===== src/rtl/sw_debounce_pkg.sv =====
// Shared types for the switch debouncer: per-channel FSM state, event codes, event record.
// Latency: n/a (types only).
// Backpressure: n/a (types only).
package sw_debounce_pkg;

    typedef enum logic [1:0] {
        ST_IDLE       = 2'd0,
        ST_DB_PRESS   = 2'd1,
        ST_HELD       = 2'd2,
        ST_DB_RELEASE = 2'd3
    } db_state_e;

    localparam logic [1:0] EVT_PRESS   = 2'd0;
    localparam logic [1:0] EVT_RELEASE = 2'd1;
    localparam logic [1:0] EVT_LONG    = 2'd2;

    typedef struct packed {
        logic [2:0] ch;
        logic [1:0] code;
    } evt_t;

endpackage


===== src/rtl/sw_debounce_ch.sv =====
// One debounce channel: 2-flop synchronizer, IDLE/DB_PRESS/HELD/DB_RELEASE FSM, hold timer.
// Latency: level and event pulse update 2+DEBOUNCE cycles after a clean input edge.
// Backpressure: none; o_evt_vld is a one-cycle pulse, buffering is the parent's job.
// Ports: i_clk/i_rst_n clock and async active-low reset; i_sw raw level;
//        o_level debounced level; o_evt_vld/o_evt_code one-cycle event pulse.
module sw_debounce_ch
    import sw_debounce_pkg::*;
#(
    parameter int DEBOUNCE   = 2600000,
    parameter int LONG_PRESS = 52000000
) (
    input  logic       i_clk,
    input  logic       i_rst_n,
    input  logic       i_sw,
    output logic       o_level,
    output logic       o_evt_vld,
    output logic [1:0] o_evt_code
);

    localparam int            CW       = $clog2(LONG_PRESS + 1);
    localparam logic [CW-1:0] DB_LAST  = CW'(DEBOUNCE - 1);
    localparam logic [CW-1:0] HOLD_MAX = CW'(LONG_PRESS);

    logic          sync1_q;
    logic          sync2_q;
    db_state_e     state_q;
    logic [CW-1:0] db_cnt_q;
    logic [CW-1:0] hold_q;
    logic          level_q;
    logic          evt_vld_q;
    logic [1:0]    evt_code_q;

    always_ff @(posedge i_clk or negedge i_rst_n) begin
        if (!i_rst_n) begin
            sync1_q    <= 1'b0;
            sync2_q    <= 1'b0;
            state_q    <= ST_IDLE;
            db_cnt_q   <= '0;
            hold_q     <= '0;
            level_q    <= 1'b0;
            evt_vld_q  <= 1'b0;
            evt_code_q <= EVT_PRESS;
        end else begin
            sync1_q   <= i_sw;
            sync2_q   <= sync1_q;
            evt_vld_q <= 1'b0;

            // Hold timer runs through DB_RELEASE too, so a bounce that falls back
            // to HELD does not restart the long-press measurement. It saturates
            // at LONG_PRESS, which makes the LONG event one-shot per press.
            if ((state_q == ST_HELD || state_q == ST_DB_RELEASE) && hold_q != HOLD_MAX) begin
                hold_q <= hold_q + 1'b1;
                if (hold_q == HOLD_MAX - 1'b1) begin
                    evt_vld_q  <= 1'b1;
                    evt_code_q <= EVT_LONG;
                end
            end

            // A release commit below overrides a coincident LONG code.
            case (state_q)
                ST_IDLE: begin
                    if (sync2_q) begin
                        state_q  <= ST_DB_PRESS;
                        db_cnt_q <= '0;
                    end
                end
                ST_DB_PRESS: begin
                    if (!sync2_q) begin
                        state_q <= ST_IDLE;
                    end else if (db_cnt_q == DB_LAST) begin
                        state_q    <= ST_HELD;
                        level_q    <= 1'b1;
                        hold_q     <= '0;
                        evt_vld_q  <= 1'b1;
                        evt_code_q <= EVT_PRESS;
                    end else begin
                        db_cnt_q <= db_cnt_q + 1'b1;
                    end
                end
                ST_HELD: begin
                    if (!sync2_q) begin
                        state_q  <= ST_DB_RELEASE;
                        db_cnt_q <= '0;
                    end
                end
                ST_DB_RELEASE: begin
                    if (sync2_q) begin
                        state_q <= ST_HELD;
                    end else if (db_cnt_q == DB_LAST) begin
                        state_q    <= ST_IDLE;
                        level_q    <= 1'b0;
                        evt_vld_q  <= 1'b1;
                        evt_code_q <= EVT_RELEASE;
                    end else begin
                        db_cnt_q <= db_cnt_q + 1'b1;
                    end
                end
                default: state_q <= ST_IDLE;
            endcase
        end
    end

    assign o_level    = level_q;
    assign o_evt_vld  = evt_vld_q;
    assign o_evt_code = evt_code_q;

endmodule


===== src/rtl/sw_debounce.sv =====
// N_CH switch debouncer with press/release/long-press events through a pending stage and FIFO.
// Latency: event visible on o_evt_valid 2 cycles after its commit edge (pending -> FIFO).
// Backpressure: valid/ready on the event head; full FIFO holds events pending, a full pending slot drops and sets o_ovf.
// Ports: i_clk/i_rst_n clock and async active-low reset; i_sw raw levels; o_level debounced levels;
//        o_evt_valid/o_evt_ch/o_evt_code/i_evt_ready event stream; o_ovf sticky drop flag.
module sw_debounce
    import sw_debounce_pkg::*;
#(
    parameter int N_CH       = 4,
    parameter int DEBOUNCE   = 2600000,
    parameter int LONG_PRESS = 52000000,
    parameter int FIFO_DEPTH = 4
) (
    input  logic            i_clk,
    input  logic            i_rst_n,
    input  logic [N_CH-1:0] i_sw,
    output logic [N_CH-1:0] o_level,
    output logic            o_evt_valid,
    output logic [2:0]      o_evt_ch,
    output logic [1:0]      o_evt_code,
    input  logic            i_evt_ready,
    output logic            o_ovf
);

    localparam int          AW       = (FIFO_DEPTH > 1) ? $clog2(FIFO_DEPTH) : 1;
    localparam logic [AW:0] FULL_CNT = (AW + 1)'(FIFO_DEPTH);

    logic [N_CH-1:0] ch_evt_vld;
    logic [1:0]      ch_evt_code [N_CH];

    for (genvar k = 0; k < N_CH; k++) begin : g_ch
        sw_debounce_ch #(
            .DEBOUNCE   (DEBOUNCE),
            .LONG_PRESS (LONG_PRESS)
        ) u_ch (
            .i_clk      (i_clk),
            .i_rst_n    (i_rst_n),
            .i_sw       (i_sw[k]),
            .o_level    (o_level[k]),
            .o_evt_vld  (ch_evt_vld[k]),
            .o_evt_code (ch_evt_code[k])
        );
    end

    logic [N_CH-1:0] pend_vld_q, pend_vld_d;
    logic [1:0]      pend_code_q [N_CH];
    logic [1:0]      pend_code_d [N_CH];
    logic            ovf_q, ovf_d;
    evt_t            mem_q [FIFO_DEPTH];
    logic [AW-1:0]   wr_ptr_q, rd_ptr_q;
    logic [AW:0]     cnt_q, cnt_d;

    logic            arb_found;
    evt_t            push_evt;
    logic            push, pop, fifo_full;

    always_comb begin
        // Fixed priority: lowest channel index with a pending event wins.
        arb_found = 1'b0;
        push_evt  = '0;
        for (int k = 0; k < N_CH; k++) begin
            if (pend_vld_q[k] && !arb_found) begin
                arb_found     = 1'b1;
                push_evt.ch   = 3'(k);
                push_evt.code = pend_code_q[k];
            end
        end

        fifo_full = (cnt_q == FULL_CNT);
        pop       = o_evt_valid && i_evt_ready;
        // A pop frees the slot this same cycle, so a full FIFO still accepts.
        push      = arb_found && (!fifo_full || pop);

        pend_vld_d  = pend_vld_q;
        pend_code_d = pend_code_q;
        ovf_d       = ovf_q;
        for (int k = 0; k < N_CH; k++) begin
            if (push && push_evt.ch == 3'(k)) begin
                pend_vld_d[k] = 1'b0;
            end
            if (ch_evt_vld[k]) begin
                if (pend_vld_d[k]) begin
                    ovf_d = 1'b1;
                end else begin
                    pend_vld_d[k]  = 1'b1;
                    pend_code_d[k] = ch_evt_code[k];
                end
            end
        end

        case ({push, pop})
            2'b10:   cnt_d = cnt_q + 1'b1;
            2'b01:   cnt_d = cnt_q - 1'b1;
            default: cnt_d = cnt_q;
        endcase
    end

    always_ff @(posedge i_clk or negedge i_rst_n) begin
        if (!i_rst_n) begin
            pend_vld_q <= '0;
            for (int k = 0; k < N_CH; k++) pend_code_q[k] <= EVT_PRESS;
            for (int i = 0; i < FIFO_DEPTH; i++) mem_q[i] <= '0;
            ovf_q    <= 1'b0;
            wr_ptr_q <= '0;
            rd_ptr_q <= '0;
            cnt_q    <= '0;
        end else begin
            pend_vld_q  <= pend_vld_d;
            pend_code_q <= pend_code_d;
            ovf_q       <= ovf_d;
            cnt_q       <= cnt_d;
            if (push) begin
                mem_q[wr_ptr_q] <= push_evt;
                wr_ptr_q        <= wr_ptr_q + 1'b1;
            end
            if (pop) begin
                rd_ptr_q <= rd_ptr_q + 1'b1;
            end
        end
    end

    assign o_evt_valid = (cnt_q != '0);
    assign o_evt_ch    = mem_q[rd_ptr_q].ch;
    assign o_evt_code  = mem_q[rd_ptr_q].code;
    assign o_ovf       = ovf_q;

endmodule


===== config.mk =====
export PLATFORM = sky130hd
export DESIGN_NAME = sw_debounce
export DESIGN_NICKNAME = d
export VERILOG_FILES = /design/src/rtl/sw_debounce_pkg.sv /design/src/rtl/sw_debounce_ch.sv /design/src/rtl/sw_debounce.sv
export SDC_FILE = /design/constraint.sdc
export NUM_CORES = 1
export LEC_CHECK = 0
export ABC_AREA = 1
export CELL_PAD_IN_SITES_DETAIL_PLACEMENT = 0
export CELL_PAD_IN_SITES_GLOBAL_PLACEMENT = 2
export CORE_AREA = 4 4 228 230
export CTS_CLUSTER_SIZE = 40
export DETAILED_ROUTE_END_ITERATION = 10
export DIE_AREA = 0 0 232 234
export PLACE_DENSITY = 0.76
export SYNTH_ARGS = -nofsm -noshare
export SYNTH_HDL_FRONTEND = slang
export SYNTH_SLANG_ARGS = --single-unit
export TNS_END_PERCENT = 30

===== constraint.sdc =====
create_clock -name i_clk -period 3 [get_ports i_clk]
set_clock_uncertainty 0.15 [all_clocks]
set_input_delay 0.75 -clock i_clk [delete_from_list [all_inputs] [get_ports i_clk]]
set_output_delay 0.75 -clock i_clk [all_outputs]
set_load 0.005 [all_outputs]

==> flow_summary_export.csv <==
group,metric,value,unit
synth,syn-mean-instance-area,6.584,um2
synth,count_of_flip_flops_with_a_built_in_enable_after_synthesis,0,
global_routing,grt_start_max_net_pins,61,
place,placedCellCount,3359,
drt,routed_wire_length_per_instance,14.49,um
place,dp.final_hpwl,36310,um
timing,fin_tns_setup,0,ns
worst_setup_path,path_class,"reg2out",
finish,area_delta_synth_final,13.38,%
drt,drtPass1Iterations,5,
clocking,cts.clk_slew.worst_paths,0.06,ns
worst_setup_path,worstSetupStartpointType,"flop",
timing,worst_slew_margin_rel,29.43,%
finish,ratio_of_cells_with_drive_above_1_in_the_final_layout,5.267,%
timing,finalCriticalPeriod,2.907,ns
global_routing,grt_antenna_before_repair,0,
die,die_w,232,um
drt,antenna_left,0,
clocking,numClockSinks,276,
timing,timing.final.ws_setup,0.09322,ns
power,power_leakage,9.181,nW
synth,postSynthNetCount,2722,
global_routing,global_route.usage.total,18.57,%
synth,yosysTopAreaCell,"sky130_fd_sc_hd__dfrtp_1",
die,core_area,0.04986,mm2
drt,routed_wirelength,49620,um
worst_setup_path,critical_path_peak_fanout,7,
synth,mappedNetlistArea,0.01776,mm2
synth,post_synth_num_cell_types,48,
die,initial_core_util,35.61,%
finish,n_antenna_cell,0,
place,port-buffer-count,16,
worst_hold_path,path_category_of_the_worst_min_delay_check,"reg2reg",
power,ir_drop,0.3637,mV
worst_setup_path,cp_data_arrival_time,2.01,ns
die,placementRows,82,
die,fp.dieArea,0.05429,mm2
place,dp_slack,0.1608,ns
clocking,clock_h_tree_levels,2,
worst_setup_path,setup.worst_path.start,"rd_ptr_q[0]$_DFFE_PN0P_",
timing,fmax,344.0,MHz
drt,vias,16570,
worst_hold_path,hold_path_startpoint,"g_ch[1].u_ch.sync1_q$_DFF_PN0_",
clocking,number_of_buffers_created_by_cts,37,
timing,post-route-period-util,96.89,%
place,final_weighted_congestion_of_routability_driven_global_placement,0.8178,
drt,drc,0,
global_routing,grt-ovfl-total,0,
synth,async_flop_share,100.0,%
worst_setup_path,worst_setup_path_end_kind,"primary output",
synth,yosys-top-cells-area,"sky130_fd_sc_hd__dfrtp_1 39%, sky130_fd_sc_hd__nand2_1 19%, sky130_fd_sc_hd__nor2_1 9.3%, sky130_fd_sc_hd__inv_1 6.4%, sky130_fd_sc_hd__nand3_1 6.1%",
synth,ys_seq_elements,276,
worst_setup_path,worstPathRequired,2.10,ns
global_routing,grt_pass1_vias,16290,
finish,final_common_cell,"sky130_fd_sc_hd__nand2_1",
global_routing,global_route_wire_length_before_repair,83440,um
timing,setup_repair_after_global_routing_missed_its_margin,"yes",
finish,final_cell_count_no_fill,3425,
clocking,cts_buffer_depth,3,
worst_setup_path,r2r-start,"g_ch[2].u_ch.db_cnt_q[0]$_DFFE_PN0P_",
synth,synthDominantCellAreaShare,38.90,%
clocking,clk-insertion-delay-late,0.55,ns
timing,finalMaxSlewViolations,0,
synth,synth-main-ff-cell,"sky130_fd_sc_hd__dfrtp_1",
run,number_of_maximum_capacitance_constraint_violations,0,
drt,drt_iter0_drc,924,
clocking,cts_tree,"yes",
timing,worstMarginPinSlew,1.059,ns
finish,most_frequent_cells_in_the_layout,"885 x sky130_fd_sc_hd__nand2_1, 436 x sky130_fd_sc_hd__nor2_1, 303 x sky130_fd_sc_hd__inv_1, 275 x sky130_fd_sc_hd__dfrtp_1, 217 x sky130_fd_sc_hd__nand3_1",
synth,synth_sequential_area_ratio,38.90,%
timing,hold_viol,0,
die,dieHeight,234,um
drt,number_of_vias_per_cell_after_detailed_routing,4.839,
clocking,cts-root-buf,"sky130_fd_sc_hd__clkbuf_16",
power,power.total,9.695,mW
die,ios,18,
synth,synth.yosys.warnings,0,
run_status,status,"complete, no violations",
synth,netlist_instances,2697,
timing,setup_viol_count_final,0,
power,power_per_cell_area,481.5,mW/mm2
finish,design.final.nets,2753,
[final cells by class]
class	count	area, um2
clock buffers	44	1035
clock inverters	20	292.8
fillers	5391	29730
inverters	314	1181
multi-input cells	2049	9360
flip-flops and latches	276	6908
well taps	672	840.8
repair buffers	50	515.5
[per-layer routing]
| layer | vias to the layer above | part of all wire [%] | GRT usage [%] |
|---|---|---|---|
| met3 | 68 | 3.2 | 2.830 |
| met4 | 0 | 2.1 | 4.614 |
| met2 | 188 | 46 | 31.05 |
| li1 | 8629 | - | - |
| met1 | 7688 | 49 | 25.42 |
| met5 | - | 0 | 0 |
[final timing paths]
| check | end | slack, ns | cells after the start |
|---|---|---|---|
| worst min-delay path | g_ch[1].u_ch.sync2_q$_DFF_PN0_ | 0.21 | 0 |
| worst max-delay path | o_evt_code[0] | 0.09 | 4 |
| worst min register to register | g_ch[1].u_ch.sync2_q$_DFF_PN0_ | 0.21 | 0 |
| min in group asynchronous | g_ch[2].u_ch.hold_q[4]$_DFF_PN0_ | 0.56 | 2 |
| worst max register to register | g_ch[2].u_ch.hold_q[10]$_DFF_PN0_ | 0.53 | 9 |
| max in group asynchronous | g_ch[3].u_ch.db_cnt_q[19]$_DFFE_PN0P_ | 1.44 | 3 |
[stage by stage]
stage	hold slack, ns	cell area (um2)	utilization (%)
after floorplan	0.1812	17760	-
after global placement	0.1883	18740	37.59
after detailed placement	0.1918	18740	37.59
after CTS	0.2085	20110	40.33
after global routing	0.2184	20130	40.38
final	0.2065	20130	40.38
[flip-flops by register name (all words and copies together) (netlist names), named ones only]
signal / cells
g_ch.u_ch.state_q: 4
pend_vld_q: 4
g_ch.u_ch.o_level: 4
o_ovf: 1
mem_q: 16
cnt_q: 3
g_ch.u_ch.sync1_q: 4
g_ch.u_ch.hold_q: 104
rd_ptr_q: 2
g_ch.u_ch.db_cnt_q: 104
g_ch.u_ch.sync2_q: 4
pend_code_q: 8
g_ch.u_ch.o_evt_code: 8
wr_ptr_q: 2
g_ch.u_ch.o_evt_vld: 4
[logic make-up after synthesis]
kind of cell | count (synthesis) | share of synthesized area (%)
buffers and inverters | 372 | 8.575
adders and majority gates | 18 | 1.311
AOI/OAI and AO/OA | 227 | 6.842
other | 1 | 0.02112
and+or+nand+nor | 1734 | 40.92
xor gates and xnor gates | 67 | 3.305
muxes | 2 | 0.1268
DFF | 276 | 38.90
[critical path, cell delays in order (launching register included)]
cell and delay, ns:
sky130_fd_sc_hd__dfrtp_2 0.44, sky130_fd_sc_hd__buf_12 0.12, sky130_fd_sc_hd__o21ai_0 0.10, sky130_fd_sc_hd__o22ai_2 0.24, sky130_fd_sc_hd__clkdlybuf4s50_1 0.55
[synth_stat cells, types with 2 or more instances]
master                       n
sky130_fd_sc_hd__buf_6       9
sky130_fd_sc_hd__nor3_1     80
sky130_fd_sc_hd__o211ai_1    2
sky130_fd_sc_hd__o21bai_1    8
sky130_fd_sc_hd__clkinv_1    5
sky130_fd_sc_hd__clkbuf_1   17
sky130_fd_sc_hd__nor2_4      2
sky130_fd_sc_hd__xor2_1     55
sky130_fd_sc_hd__nor4_4      2
sky130_fd_sc_hd__and3_1      6
sky130_fd_sc_hd__inv_1     304
sky130_fd_sc_hd__ha_1       17
sky130_fd_sc_hd__nand2_2     7
sky130_fd_sc_hd__nand3b_1    7
sky130_fd_sc_hd__nor3_2      5
sky130_fd_sc_hd__mux2_2      2
sky130_fd_sc_hd__nor2_1    439
sky130_fd_sc_hd__a21oi_1    30
sky130_fd_sc_hd__nor3b_1     2
sky130_fd_sc_hd__nand4_1    64
sky130_fd_sc_hd__or2_2       6
sky130_fd_sc_hd__dfrtp_1   276
sky130_fd_sc_hd__a31oi_1    17
sky130_fd_sc_hd__xnor2_1    12
sky130_fd_sc_hd__nand2_1   885
sky130_fd_sc_hd__nor4_2      3
sky130_fd_sc_hd__nor4_1      3
sky130_fd_sc_hd__o22ai_1     4
sky130_fd_sc_hd__inv_2       4
sky130_fd_sc_hd__buf_4       7
sky130_fd_sc_hd__o21ai_2     2
sky130_fd_sc_hd__o21ai_0   140
sky130_fd_sc_hd__o21ai_1    18
sky130_fd_sc_hd__buf_2      24
sky130_fd_sc_hd__nand3_1   217
sky130_fd_sc_hd__a21o_1      4
[power by group]
part | leakage [nW] | switching, mW | total [mW] | internal, mW
clock network | 0.646 | 1.80 | 4.86 | 3.06
registers | 3.79 | 0.122 | 3.99 | 3.87
logic | 4.75 | 0.503 | 0.842 | 0.339
[timing repair]
action / CTS / global route
setup buffers: 0 / 1
resized for setup: 6 / 2
hold endpoints to repair: 37 / 0
endpoints found under the setup margin: 4 / 4
pin swaps: 1 / 1
hold buffers: 1 / 0
No activity file was read; power rests on OpenSTA's default activity.
==> RTL edit: new RTL, config.mk and constraints unchanged <==
`DEBOUNCE` is set to 2600000 in 2 places; all go to 1300000.
--- a/src/rtl/sw_debounce_ch.sv
+++ b/src/rtl/sw_debounce_ch.sv
@@ -6,7 +6,7 @@
 module sw_debounce_ch
     import sw_debounce_pkg::*;
 #(
-    parameter int DEBOUNCE   = 2600000,
+    parameter int DEBOUNCE   = 1300000,
     parameter int LONG_PRESS = 52000000
 ) (
     input  logic       i_clk,
--- a/src/rtl/sw_debounce.sv
+++ b/src/rtl/sw_debounce.sv
@@ -7,7 +7,7 @@
     import sw_debounce_pkg::*;
 #(
     parameter int N_CH       = 4,
-    parameter int DEBOUNCE   = 2600000,
+    parameter int DEBOUNCE   = 1300000,
     parameter int LONG_PRESS = 52000000,
     parameter int FIFO_DEPTH = 4
 ) (
Behaviour: same outputs for any inputs over 4 cycles, from zero or initial values and one cycle with i_rst_n low; that may be too few to reach the edited logic, so the function may still have changed.
==> RTL edit against the unedited design <==
- routed wire length shrank 0.27%
- synthesized area shrank 0.50%
- setup slack lost 0.022 ns
- core utilization shrank 0.42 points
- clock power shrank 4.5%
- sequential cell count is the same
- power shrank 3.0%
- sequential power is essentially flat
- non-clock buffer count grew 2
- design area shrank 1.0%
- largest cell class unchanged
- critical path type unchanged
- combinational power shrank 8.3%
==> RTL edit: results (changes against the unedited design) <==
| Metric | Value |
|---|---|
| Status | finished, final reports clean |
| R2R cell count | 8 (-1) |
| R2R setup slack | 0.68 ns (+0.15 ns) |
| Critical path fanouts, max | 11 (+4) |
| Share of layout cells above drive strength 1 | 6.24% (+0.98 points) |
| Final RePlAce weighted congestion | 0.832 (+1.7%) |
| Via density | 4.82 (-0.36%) |
| First-pass GRT wire length | 83,800 um (+0.41%) |
| CTS Buf Count | 37 (unchanged) |
| Nets@finish | 2,705 (-1.7%) |
| GR Layer Usage met2 | 30.9% (-0.15 points) |
| Wire length on met1 | 24,600 um (+1.6%) |
| DP HPWL | 36,300 um (-0.11%) |
| CP Capture Point | o_evt_ch[1] |
| H-tree levels | 2 (unchanged) |
| Routed wl met2 | 22,700 um (-0.21%) |
| Post-Place Worst Slack | 0.122 ns (-0.0389 ns) |
| Top cells by count, synth | nand2_1, nor2_1, inv_1 |
| GR Util All Layers | 18.7% (+0.081 points) |
| Max_slew headroom | 52.5% (+23 points) |
| Initial antenna violation count | 0 (unchanged) |
| Crit path DAT | 2.03 ns (+0.02 ns) |
| Worst reg2reg endpoint | g_ch[2].u_ch.hold_q[13] |
| Largest net degree at the start of global routing | 65 (+6.6%) |
| Met1 usage | 26.2% (+0.74 points) |
| Top cells by area, synth | dfrtp_1, nand2_1, nor2_1 |
| Met3 WL | 1270 um (-19%) |
| P_leak | 8.97 nW (-2.3%) |
| Worst vdd ir | 0.335 mV (-7.9%) |
| WHS | 0.200 ns (-0.00688 ns) |
| Period utilization | 97.6% (+0.74 points) |
| PnR worst setup slack | 0.0711 ns (-0.0222 ns) |
| Vias in the first global route | 16,107 (-1.1%) |
| Filler cells | 5,465 (+1.4%) |
| Sequential area share after synthesis | 39.1% (+0.20 points) |
| P_sw | 2.37 mW (-2.2%) |
| Drt total wl | 49,500 um (-0.27%) |
| Largest registers | g_ch.u_ch.db_cnt_q: 104 flops, g_ch.u_ch.hold_q: 104 flops, mem_q: 16 flops |
| Met3 usage | 2.20% (-0.63 points) |
| Count of cell types in the netlist | 52 (+8.3%) |
[RTL edit: timing repair]
item                                    4_1_cts  5_1_grt
hold endpoints to repair                     42        0
pin swaps                                     0        1
hold buffers                                  1        0
endpoints found under the setup margin        4        2
setup buffers                                 0        0
gates resized for setup                       3        1
[RTL edit: cells by family after synthesis]
kind of cell	after synthesis	share of synthesized area (%)
AND/OR/NAND/NOR	1694	40.4
buffers and inverters	365	8.57
flip-flops	276	39.1
AO/OA/AOI/OAI	226	7.13
XOR/XNOR	68	3.41
adder cells (fa/ha/maj)	18	1.32
other	1	0.0212
multiplexers	1	0.0637
[RTL edit: metrics by stage]
step / power, mW / std cells / area (sq um)
after global routing: 9.84 / 3379 / 19900
final: 9.40 / 3379 / 19900
after CTS: 9.59 / 3379 / 19900
after global placement: 4.82 / 3312 / 18600
after detailed placement: 4.83 / 3312 / 18600
after floorplan: 4.44 / 2649 / 17700
[RTL edit: critical path, stage by stage (launching register included)]
cell	delay (ns)
dfrtp_2	0.47
inv_2	0.13
o21ai_0	0.10
o22ai_2	0.22
clkdlybuf4s50_1	0.56
[RTL edit: power groups by stage]
stage	clock (mW)	sequential [mW]	combinational, mW
global placement	0	4.05	0.770
global route	4.96	4.01	0.873
detailed placement	0	4.05	0.781
CTS	4.81	3.99	0.794
floorplan	0	4.00	0.446
finish	4.64	3.99	0.772
[RTL edit: area by class of cell]
| class | count | area share (%) |
|---|---|---|
| Clock buffer | 49 | 5.24 |
| Clock inverter | 17 | 1.09 |
| Inverter | 305 | 5.81 |
| Multi-Input combinational cell | 2008 | 46.5 |
| Sequential cell | 276 | 34.7 |
| Tap cell | 672 | 4.22 |
| Timing Repair Buffer | 52 | 2.52 |
